<file path="src/rtl/stage_mem_pkg.sv">
// Shared types and store-lane helpers for the memory stage.
// The execute-stage bundle is consumed as-is; the memory-stage bundle is registered for writeback.
package stage_mem_pkg;

  localparam int XLEN = 32;

  typedef enum logic [1:0] {
    mem_b = 2'b00,
    mem_h = 2'b01,
    mem_w = 2'b10
  } mem_size_t;

  typedef enum logic [1:0] {
    IDLE = 2'b00,
    REQ  = 2'b01,
    WAIT = 2'b10
  } mem_state_t;

  typedef struct packed {
    logic [XLEN-1:0] data;
    logic [4:0]      rd;
    logic            rd_valid;
    logic            is_mem;
    logic [3:0]      op;
    logic [XLEN-1:0] addr;
  } stage_ex_t;

  typedef struct packed {
    logic            valid;
    logic [4:0]      rd;
    logic            rd_valid;
    logic [XLEN-1:0] data;
    logic            misaligned;
  } stage_mem_t;

  function automatic logic [3:0] store_strb(input mem_size_t size, input logic [1:0] offset);
    case (size)
      mem_b:   store_strb = 4'b0001 << offset;
      mem_h:   store_strb = 4'b0011 << offset;
      default: store_strb = 4'b1111;
    endcase
  endfunction

  function automatic logic [XLEN-1:0] store_data(input mem_size_t size, input logic [XLEN-1:0] d);
    case (size)
      mem_b:   store_data = {4{d[7:0]}};
      mem_h:   store_data = {2{d[15:0]}};
      default: store_data = d;
    endcase
  endfunction

  // Halfwords need an even address, words a 4-byte aligned one; bytes never fault.
  function automatic logic is_misaligned(input mem_size_t size, input logic [1:0] offset);
    case (size)
      mem_b:   is_misaligned = 1'b0;
      mem_h:   is_misaligned = offset[0];
      default: is_misaligned = (offset != 2'b00);
    endcase
  endfunction

endpackage

</file>
<file path="src/rtl/stage_mem_load_align.sv">
// Load-data alignment: picks the addressed byte/half out of the bus word and
// sign- or zero-extends it to the full register width.
module stage_mem_load_align
  import stage_mem_pkg::*;
(
  input  logic [XLEN-1:0] rdata,
  input  logic [1:0]      offset,
  input  mem_size_t       size,
  input  logic            is_unsigned,
  output logic [XLEN-1:0] data
);

  logic [7:0]  byte_s;
  logic [15:0] half_s;

  // Lane select followed by extension on the selected element's top bit.
  always_comb begin
    byte_s = rdata[8*offset +: 8];
    half_s = offset[1] ? rdata[31:16] : rdata[15:0];
    case (size)
      mem_b:   data = {{24{~is_unsigned & byte_s[7]}}, byte_s};
      mem_h:   data = {{16{~is_unsigned & half_s[15]}}, half_s};
      default: data = rdata;
    endcase
  end

endmodule

</file>
<file path="src/rtl/stage_mem.sv">
// Memory stage: passes non-memory results to writeback after one register and
// runs loads/stores over a valid/ready data bus, stalling execute meanwhile.
module stage_mem
  import stage_mem_pkg::*;
#(
  parameter int Width = 32
) (
  input  logic             clk,
  input  logic             rst,
  input  logic             in_valid,
  output logic             in_ready,
  input  stage_ex_t        in,
  output logic             mem_req_valid,
  input  logic             mem_req_ready,
  output logic [Width-1:0] mem_addr,
  output logic             mem_we,
  output logic [3:0]       mem_wstrb,
  output logic [Width-1:0] mem_wdata,
  input  logic             mem_rsp_valid,
  input  logic [Width-1:0] mem_rdata,
  output stage_mem_t       out
);

  mem_state_t      state_r, state_s;
  stage_mem_t      out_r, out_s;
  logic            latch_s;
  logic [XLEN-1:0] addr_r;
  logic [XLEN-1:0] data_r;
  logic [3:0]      op_r;
  logic [4:0]      rd_r;
  logic            rd_valid_r;
  logic [XLEN-1:0] load_data_s;
  mem_size_t       size_r_s;
  mem_size_t       size_in_s;

  assign size_r_s  = mem_size_t'(op_r[1:0]);
  assign size_in_s = mem_size_t'(in.op[1:0]);

  // Bus fields come straight from the latched request so they stay stable while REQ waits.
  assign in_ready      = (state_r == IDLE);
  assign mem_req_valid = (state_r == REQ);
  assign mem_we        = (state_r == REQ) & op_r[3];
  assign mem_wstrb     = ((state_r == REQ) && op_r[3]) ? store_strb(size_r_s, addr_r[1:0]) : 4'b0000;
  assign mem_addr      = {addr_r[31:2], 2'b00};
  assign mem_wdata     = store_data(size_r_s, data_r);
  assign out           = out_r;

  stage_mem_load_align u_load_align (
    .rdata       (mem_rdata),
    .offset      (addr_r[1:0]),
    .size        (size_r_s),
    .is_unsigned (op_r[2]),
    .data        (load_data_s)
  );

  // FSM state register.
  always_ff @(posedge clk or negedge rst) begin
    if (!rst) begin
      state_r <= IDLE;
    end else begin
      state_r <= state_s;
    end
  end

  // Next state and next writeback bundle; valid defaults low so it only ever pulses.
  always_comb begin
    state_s   = state_r;
    out_s     = out_r;
    out_s.valid = 1'b0;
    latch_s   = 1'b0;
    case (state_r)
      IDLE: begin
        if (in_valid && !in.is_mem) begin
          out_s.valid      = 1'b1;
          out_s.data       = in.data;
          out_s.rd         = in.rd;
          out_s.rd_valid   = in.rd_valid;
          out_s.misaligned = 1'b0;
        end else if (in_valid && is_misaligned(size_in_s, in.addr[1:0])) begin
          out_s.valid      = 1'b1;
          out_s.rd         = in.rd;
          out_s.rd_valid   = 1'b0;
          out_s.misaligned = 1'b1;
        end else if (in_valid) begin
          latch_s = 1'b1;
          state_s = REQ;
        end else begin
          state_s = IDLE;
        end
      end
      REQ: begin
        if (mem_req_ready && op_r[3]) begin
          out_s.valid      = 1'b1;
          out_s.rd         = rd_r;
          out_s.rd_valid   = 1'b0;
          out_s.misaligned = 1'b0;
          state_s          = IDLE;
        end else if (mem_req_ready) begin
          state_s = WAIT;
        end else begin
          state_s = REQ;
        end
      end
      WAIT: begin
        if (mem_rsp_valid) begin
          out_s.valid      = 1'b1;
          out_s.rd         = rd_r;
          out_s.rd_valid   = rd_valid_r;
          out_s.data       = load_data_s;
          out_s.misaligned = 1'b0;
          state_s          = IDLE;
        end else begin
          state_s = WAIT;
        end
      end
      default: begin
        state_s = IDLE;
      end
    endcase
  end

  // Writeback register and request latch.
  always_ff @(posedge clk or negedge rst) begin
    if (!rst) begin
      out_r      <= '0;
      addr_r     <= 32'h0000_0000;
      data_r     <= 32'h0000_0000;
      op_r       <= 4'b0000;
      rd_r       <= 5'd0;
      rd_valid_r <= 1'b0;
    end else begin
      out_r <= out_s;
      if (latch_s) begin
        addr_r     <= in.addr;
        data_r     <= in.data;
        op_r       <= in.op;
        rd_r       <= in.rd;
        rd_valid_r <= in.rd_valid;
      end
    end
  end

endmodule

</file>
<file path="config.mk">
export PLATFORM = sky130hd
export DESIGN_NAME = stage_mem
export DESIGN_NICKNAME = d
export VERILOG_FILES = /design/src/rtl/stage_mem_pkg.sv /design/src/rtl/stage_mem_load_align.sv /design/src/rtl/stage_mem.sv
export SDC_FILE = /design/constraint.sdc
export NUM_CORES = 1
export LEC_CHECK = 0
export BUFFER_PORTS_ARGS = -buffer_cell sky130_fd_sc_hd__buf_2
export CAP_MARGIN = 30
export CORE_MARGIN = 2
export CORE_UTILIZATION = 40
export DETAILED_ROUTE_END_ITERATION = 6
export PLACE_DENSITY_LB_ADDON = 0.1
export SKIP_CTS_REPAIR_TIMING = 1
export SLEW_MARGIN = 0
export SYNTH_ARGS = -nofsm -noshare
export SYNTH_HDL_FRONTEND = slang
export SYNTH_SLANG_ARGS = --single-unit
</file>
<file path="constraint.sdc">
create_clock -name clk -period 2.27 [get_ports clk]
set_input_delay 0.227 -clock clk [delete_from_list [all_inputs] [get_ports clk]]
set_output_delay 0.227 -clock clk [all_outputs]
set_load 0.02 [all_outputs]
</file>
After elaboration in Yosys (flattened, before gate mapping)
Cells that the tools add are included.
Widths: inputs -> output; s select.
{ "op_classes": {"muxes": 30, "n_eq_ne": 10, "n_bitwise": 4, "n_reduce_logical": 14, "shifts": 3} }
{ "ops": {"columns": ["operator", "count"], "rows": [
  ["$pmux 32 s2", 3],
  ["$mux 40", 1],
  ["$mux 32", 1],
  ["$shiftx 32x6->8", 1],
  ["$mux 7", 3],
  ["$pmux 7 s3", 1],
  ["$mux 16", 1],
  ["$mux 1", 10],
  ["$mux 2", 5],
  ["$pmux 4 s2", 1],
  ["$eq 2x1->1 const B", 3],
  ["$logic_not 2->1", 3],
  ["$ne 2x2->1 const B", 3],
  ["$pmux 2 s3", 1],
  ["$logic_and 1x1->1", 4],
  ["$mux 4", 1],
  ["$ne 2x1->1 const B", 2],
  ["$reduce_and 4->1", 1],
  ["$reduce_bool 2->1", 2],
  ["$shl 1x2->4 const A", 1],
  ["$shl 2x2->4 const A", 1],
  ["$and 1x1->1", 3],
  ["$ne 3x1->1 const B", 1],
  ["$pmux 1 s3", 1],
  ["other kinds (7)", 7]
]} }
{ "totals": {"in_bits": 112, "out_inout_bits": 111, "regBits": 116} }

Logic depth before layout (Yosys ltp)
Gate-level depths: netlist of run 1.
{ "depth": {"ltp_word": 8, "ltp_mapped": 9, "mapped_depth_nobuf": 6} }

Hierarchy
From an unflattened synthesis of run 1, not the netlist that was laid out.
{ "unflattened": {"hier_cells": 616, "hier_area_um2": 6312.3} }
{ "by_module_without_submodules": {"columns": ["module", "instances", "area_per_inst_um2", "cells_per_inst"], "rows": [
  ["stage_mem", 1, 5617.9, 494],
  ["stage_mem_load_align", 1, 694.4, 122]
]} }

Worst setup path after synthesis of run 1
No wires, ideal clock.
{ "synth_timing": {"kind": "register to register", "start": "reg state_r[0]", "end": "reg out_r, in the netlist out[23]", "required_time_ns": 2.124, "path_stages_with_launch": 10, "slack_ns": 0.177, "setup_time_ns": 0.146, "arrival_time_ns": 1.947, "path_cell_list": "dfrtp_1 -> inv_1 -> ha_1 -> clkbuf_1 -> nor2b_1 -> a211o_1 -> buf_2 -> nand3b_1 -> clkbuf_1 -> o211ai_1"} }
{ "synth_via": {"elab_chain_cells": 3} }
{ "synth_lines": {"columns": ["element", "line", "text"], "rows": [
  ["start, declared", "stage_mem.sv:24", "mem_state_t state_r, state_s;"],
  ["start signal, assigned", "stage_mem.sv:61", "state_r <= state_s;"],
  ["$eq 2x2->1 or $logic_not 2->1 (tied branches)", "stage_mem.sv:71", "case (state_r)"],
  ["$ne 2x2->1 (no line), or another cell as far along", null, null],
  ["$reduce_and 3->1 (no line)", null, null],
  ["end signal, assigned", "stage_mem.sv:132", "out_r <= out_s;"],
  ["end, declared", "stage_mem.sv:25", "stage_mem_t out_r, out_s;"]
]} }
Parallel ways exist; a longest one is shown, timed or not.
A chain may end at the register's enable or synchronous reset.

Final worst setup path of run 1
{ "layout_timing": {"start": "reg op_r[0]", "end": "out mem_wdata[31]"} }
{ "layout_via": {"elab_chain_cells": 2} }
{ "layout_lines": {"columns": ["element", "line", "text"], "rows": [
  ["start, declared", "stage_mem.sv:29", "logic [3:0] op_r;"],
  ["start signal, assigned", "stage_mem.sv:136", "op_r <= in.op;"],
  ["$eq 2x1->1 or $logic_not 2->1 (tied branches)", "stage_mem_pkg.sv:45", "case (size)"],
  ["$pmux 32 s2 *", "stage_mem_pkg.sv:45", null],
  ["end, declared", "stage_mem.sv:18", "output logic [Width-1:0] mem_wdata,"]
]} }
Mark *: on every way between the ends. The rest lies on a longest branch, timed or not.

==> results of run 1 <==
-- worst paths after layout --
check,startpoint,to,cells past startpoint
setup / recovery,op_r[0],mem_wdata[31],4
hold / removal,in[10],addr_r[10],2
setup reg to reg,state_r[0],out[0],6
hold reg to reg,out[7],out[7],2
max in group asynchronous,rst,out[15],3
min in group asynchronous,rst,data_r[22],2
-- kinds of logic (layout without fill, tap and decap cells) --
group	Yosys count	count (layout)	share of synthesized area, %
simple gates	127	127	10.6
other cells	1	2	0.0615
fa+ha+maj	4	4	0.821
mux	115	115	21.4
flops	116	116	47.6
buf+inv	80	276	7.76
compound gates	102	102	11.7
-- worst max-delay path: cells and delay by family, from the launching register on --
kind | cells | cell delay, ps
compound gates | 1 | 320
buf+inv | 2 | 510
flops | 1 | 590
mux | 1 | 90
-- routing by layer --
layer | vias up | track usage, % | wire length (um)
li1 | 2297 | - | -
met1 | 2463 | 29.0 | 7780
met2 | 246 | 36.6 | 8670
met3 | 31 | 7.54 | 1530
met4 | 2 | 9.18 | 485
met5 | - | 0 | 7
-- per-stage QoR --
step | hold slack, ps | cell area, um^2 | worst slack, ps | utilization (%)
finish | 49.4 | 7820 | 127 | 52.0
global route | 33.9 | 7820 | 8.94 | 52.0
CTS | -214 | 7800 | 108 | 51.9
detailed placement | 225 | 7170 | 127 | 47.7
global placement | 219 | 7170 | 233 | 47.7
floorplan | -68.6 | 6100 | 177 | -
-- power by group through the flow --
stage	logic, mW	clock network [mW]	registers [mW]
after floorplan	4.51	0	3.98
after global placement	6.30	0	3.78
after detailed placement	6.39	0	3.82
after CTS	6.42	2.88	3.81
after global routing	6.89	2.99	3.94
final	6.39	2.83	3.79
-- registers in the layout, indices dropped and copies added, names as in the netlist --
| signal | flops |
|---|---|
| out | 40 |
| rd_r | 5 |
| data_r | 32 |
| rd_valid_r | 1 |
| addr_r | 32 |
| state_r | 2 |
| op_r | 4 |
-- cell type report --
cell class,count,area [um^2]
clock inverter,9,150
tap,188,235
fill,1385,7220
multi-input combinational,350,2750
sequential,116,2900
timing repair buffer,238,1280
inverter,6,22.5
clock buffer,23,478
-- layout by cell type, fill, tap and decap left out, types with 17 or more instances in the layout --
cell type  synthesis  final
dfrtp_1          116    116
buf_2              6    219
nand2_1           49     49
mux2_2            97     97
clkbuf_16          0     17
a21oi_1           22     22
o211ai_1          17     17
o21ai_0           18     18
nor2b_1           21     21
==> results.md, run 1 <==
* Clock Sinks at 116
* EDFF count, synth at 0
* Worst Setup Start Kind: flop
* Worst slew pin tran at 639 ps
* Post-DP HPWL at 14100 um
* CP arrival at 1920 ps
* Post-synthesis register bit count at 116
* Clock Latency Late Sink at 410 ps
* Detailed Route Iter0 Violations at 347
* Tot GR Track Use at 23.0%
* Synthesized netlist cell count at 545
* Maximum vdd drop at 0.730 mV
* Detailed Routing Iterations Pass 1 at 5
* Number of global-route vias before repair at 5114
* Die area at 16200 um^2
* Initial core utilization at 40.5%
* Post-layout total power at 13.0 mW
* Final period utilization at 94.4%
* Critical Path, Cell by Cell: buf_4, mux2i_1, o21ai_0, buf_2
* Synthesized area at 6090 um^2
* Die height at 127 um
* WS Path Type: reg2out
* Switching share of power at 41.3%
* # IOs at 223
* Clock root buffer master: clkbuf_16
* Post-synth top area share at 47.6%
* Total CTS buffers at 17
* Min Tclk post-route at 2140 ps
* Comb power frac at 49.1%
* Slowest-stage cell, CP: dfrtp_1
* Final wirelength at 18500 um
* Lkg Pwr at 3.79 nW
* CTS tree: yes
* DRC Markers at 0
* RSZ-0062 raised after global routing: no
* Top post-synthesis cells by count: dfrtp_1 (116), mux2_2 (97), nand2_1 (49)
* Reg power frac at 29.1%
* Routed Antenna Nets at 0
* Fin. max-slew vios at 0
* Clk_skew at 12.6 ps
* Status: complete, no violations
* Most common cell in the netlist: dfrtp_1
* H-tree levels at 4
* Diodes inserted at 0
* Syn-to-layout area delta at 28.2%
* Syn. warnings at 0
* Top post-synthesis cells by area: dfrtp_1 (48%), mux2_2 (18%), buf_4 (4.9%)
* Via count at 5039
* Share of cells above drive strength 1 at 49.3%
* CTS clock-pin slew for the worst setup and hold paths at 50 ps
* Critical Path End Type: output pin
* Setup TNS at 0 ps
* Global-route wire length before repair at 28300 um
* Clock buffer depth at 2
* Ys async rst share at 100%
* Die X at 127 um
* Initial antenna violation count at 1
* Worst stage delay on the critical path at 590 ps
* # port buffers at 220
* Distinct cells, synth at 37
* Cell Rows at 45
* CP Max Fanout at 12
* Final setup fails at 0
* Max-cap violation count at 0
* FF-to-FF setup slack at 180 ps
* Final GP Congestion at 0.873
* WP data required at 2040 ps
* P_sw at 5.37 mW
* Fmax at 0.467 GHz
* Fin cells at 930
* Pin count of the biggest net entering global routing at 54
* Hold Fails Final Rpt at 0
* Relative slew slack at 57.4%
* Clock power frac at 21.7%
* Post-synthesis sequential area ratio at 47.6%
* Remaining Overflow, GRT at 0
* Dpl cells at 897
* Hold Crit Class: in2reg
* Mapped Avg Cell Area at 11.2 um^2
* Area leader, netlist: dfrtp_1
* Core Box Area at 15000 um^2
* Top_reg_cell synth: dfrtp_1
* Int Power at 7.64 mW
* Pwr/cell area at 1670 nW/um^2
* DR vias/cell at 5.42
* Nets at 845
* Wire per inst at 19.9 um
Power figures use the tool's default switching activity.
==> run 2, diff against run 1 <==
==> constraint.sdc (replaced) <==
create_clock -name clk -period 2.52 [get_ports clk]
set_input_delay 0.252 -clock clk [delete_from_list [all_inputs] [get_ports clk]]
set_output_delay 0.252 -clock clk [all_outputs]
set_load 0.02 [all_outputs]
==> run 2 against run 1 <==
  * Hold slack gained 16 ps
  * First-iteration DRC count decreased by 2.6%
  * Clock skew is 6.9 ps lower
  * Utilization is 0.27 points lower
  * Cell area down 0.53%
  * Flip-flop and latch count unchanged
  * Critical path depth stayed put
  * Critical path type unchanged
  * Highest routed layer unchanged
==> results.md, run 2 (synthesized netlist as in run 1, its figures left out) <==
* Final non-filler cell area at 7770 um^2 (was 7820 um^2)
* Worst stage delay on the critical path at 580 ps (was 590 ps)
* CP top delay family: flip-flops (unchanged)
* Number of global-route vias before repair at 5027 (was 5114)
* R2r startpoint: state_r[0] (unchanged)
* RSZ-0062 raised after global routing: no (unchanged)
* Cell Rows at 45 (unchanged)
* Detailed Route Iter0 Violations at 338 (was 347)
* Switching share of power at 41.9% (was 41.3%)
* CP arrival at 1900 ps (was 1920 ps)
* P_sw at 4.85 mW (was 5.37 mW)
* Critical Path End Type: output pin (unchanged)
* Min-Delay Endpoint: addr_r[10] (unchanged)
* Final wirelength at 18800 um (was 18500 um)
* Clock buffer depth at 2 (unchanged)
* Min Tclk post-route at 2160 ps
* Final setup fails at 0 (unchanged)
* # IOs at 223 (unchanged)
* Slowest-stage cell, CP: dfrtp_1 (unchanged)
* Total CTS buffers at 17 (unchanged)
* Worst Setup Start Kind: flop (unchanged)
* Wire per inst at 20.3 um (was 19.9 um)
* WS Path Type: reg2out (unchanged)
* Detailed Routing Iterations Pass 1 at 6 (was 5)
* Nets at 845 (unchanged)
* CP Max Fanout at 12 (unchanged)
* Comb power frac at 49.5% (was 49.1%)
* Post-DP HPWL at 14200 um (was 14100 um)
* Clock root buffer master: clkbuf_16 (unchanged)
* Area post-placement at 7160 um^2 (was 7170 um^2)
* Die X at 127 um (unchanged)
* Relative slew slack at 54.3% (was 57.4%)
* Levels on crit path at 4 (unchanged)
* Fillcell total at 1379 (was 1385)
* Initial antenna violation count at 2 (was 1)
* Final period utilization at 85.5%
* CTS tree: yes (unchanged)
* DRC Markers at 0 (unchanged)
* Worst reg2reg path endpoint: out[18] (was out[0])
* Global-route wire length before repair at 28700 um (was 28300 um)
* Tot GR Track Use at 23.5% (was 23.0%)
* Syn-to-layout area delta at 27.6% (was 28.2%)
* Status: complete, no violations (unchanged)
* Routed Antenna Nets at 0 (unchanged)
* WHS Path Cells at 2 (unchanged)
* Reg power frac at 29.7% (was 29.1%)
* Lkg Pwr at 3.77 nW (was 3.79 nW)
* Pin count of the biggest net entering global routing at 43 (was 54)
* CP Buf/Inv Count at 2 (unchanged)
* Clock Latency Late Sink at 410 ps (about the same)
* Worst slew pin tran at 685 ps (was 639 ps)
* Clk_skew at 5.70 ps (was 12.6 ps)
* Most frequent cells in the layout: buf_2 (219), dfrtp_1 (116), mux2_2 (97) (unchanged)
* Fmax at 0.464 GHz
* Remaining Overflow, GRT at 0 (unchanged)
* Maximum vdd drop at 0.559 mV (was 0.730 mV)
* Hold Fails Final Rpt at 0 (unchanged)
* FF-to-FF setup slack at 370 ps (was 180 ps)
* DR vias/cell at 5.40 (was 5.42)
* Core Box Area at 15000 um^2 (unchanged)
* Pwr/cell area at 1490 nW/um^2 (was 1670 nW/um^2)
* Commonest non-fill, non-tap cell in the layout: buf_2 (unchanged)
* Hold Crit Class: in2reg (unchanged)
* Clock Sinks at 116 (unchanged)
* Die area at 16200 um^2 (unchanged)
* Critical hold path startpoint: in[10] (unchanged)
* Clock power frac at 20.8% (was 21.7%)
* Initial core utilization at 40.5% (unchanged)
* Int Power at 6.71 mW (was 7.64 mW)
* Critical Path, Cell by Cell: buf_4, mux2i_1, o21ai_0, buf_2 (unchanged)
* Setup TNS at 0 ps (unchanged)
* WP data required at 2270 ps (was 2040 ps)
* Final GP Congestion at 0.876 (was 0.873)
* H-tree levels at 4 (unchanged)
* # port buffers at 220 (unchanged)
* Fin. max-slew vios at 0 (unchanged)
* Die height at 127 um (unchanged)
* Share of cells above drive strength 1 at 49.5% (was 49.3%)
* Max FFs per register at 40 (unchanged)
* Max-cap violation count at 0 (unchanged)
* R2R cell count at 7 (was 6)
* Via count at 5023 (was 5039)
* CTS clock-pin slew for the worst setup and hold paths at 50 ps (about the same)
-- run 2: how the worst max path moves through the flow --
stage	from	end	slack (ps)
final	op_r[0]	mem_wdata[29]	360
after global routing	state_r[0]	out[0]	140
after CTS	state_r[0]	out[18]	190
after detailed placement	state_r[0]	out[18]	210
after global placement	state_r[0]	out[22]	350
after floorplan	state_r[0]	out[23]	430
-- run 2: final cells by class --
type / count / area, um^2 / share of cell area, %
Multi-Input combinational cell: 350 / 2750 / 35.4
Timing Repair Buffer: 238 / 1270 / 16.3
Inverter: 6 / 22.5 / 0.290
Tap cell: 188 / 235 / 3.03
Sequential cell: 116 / 2900 / 37.3
Antenna cell: 1 / 2.50 / 0.0322
Clock buffer: 23 / 498 / 6.40
Clock inverter: 8 / 98.8 / 1.27
-- run 2: stage by stage --
step | setup slack, ps | hold slack, ps | power (mW) | std cells | utilization, %
detailed placement | 211 | 272 | 9.19 | 897 | 47.6
global placement | 349 | 267 | 9.06 | 897 | 47.6
global route | 135 | 47.4 | 12.3 | 929 | 51.7
finish | 365 | 65.5 | 11.6 | 930 | 51.7
CTS | 188 | -176 | 11.7 | 928 | 51.6
floorplan | 427 | -43.6 | 7.65 | 546 | -
-- run 2: routing by layer --
layer	track usage (%)	wire [um]
met1	30.6	7990
met2	37.2	8880
met3	7.16	1590
met4	8.60	364
met5	0	16
-- run 2: power by group through the flow --
stage	clock network (mW)	registers [mW]	logic [mW]
after floorplan	0	3.59	4.06
after global placement	0	3.43	5.64
after detailed placement	0	3.47	5.72
after CTS	2.46	3.45	5.74
after global routing	2.56	3.56	6.17
final	2.41	3.43	5.72
-- run 2: worst reg2reg max path, delay by kind of cell, from the launching register on --
kind	cells	cell delay (ps)
compound gates	2	560
simple gates	2	490
flops	1	410
buf+inv	2	320
fa+ha+maj	1	230
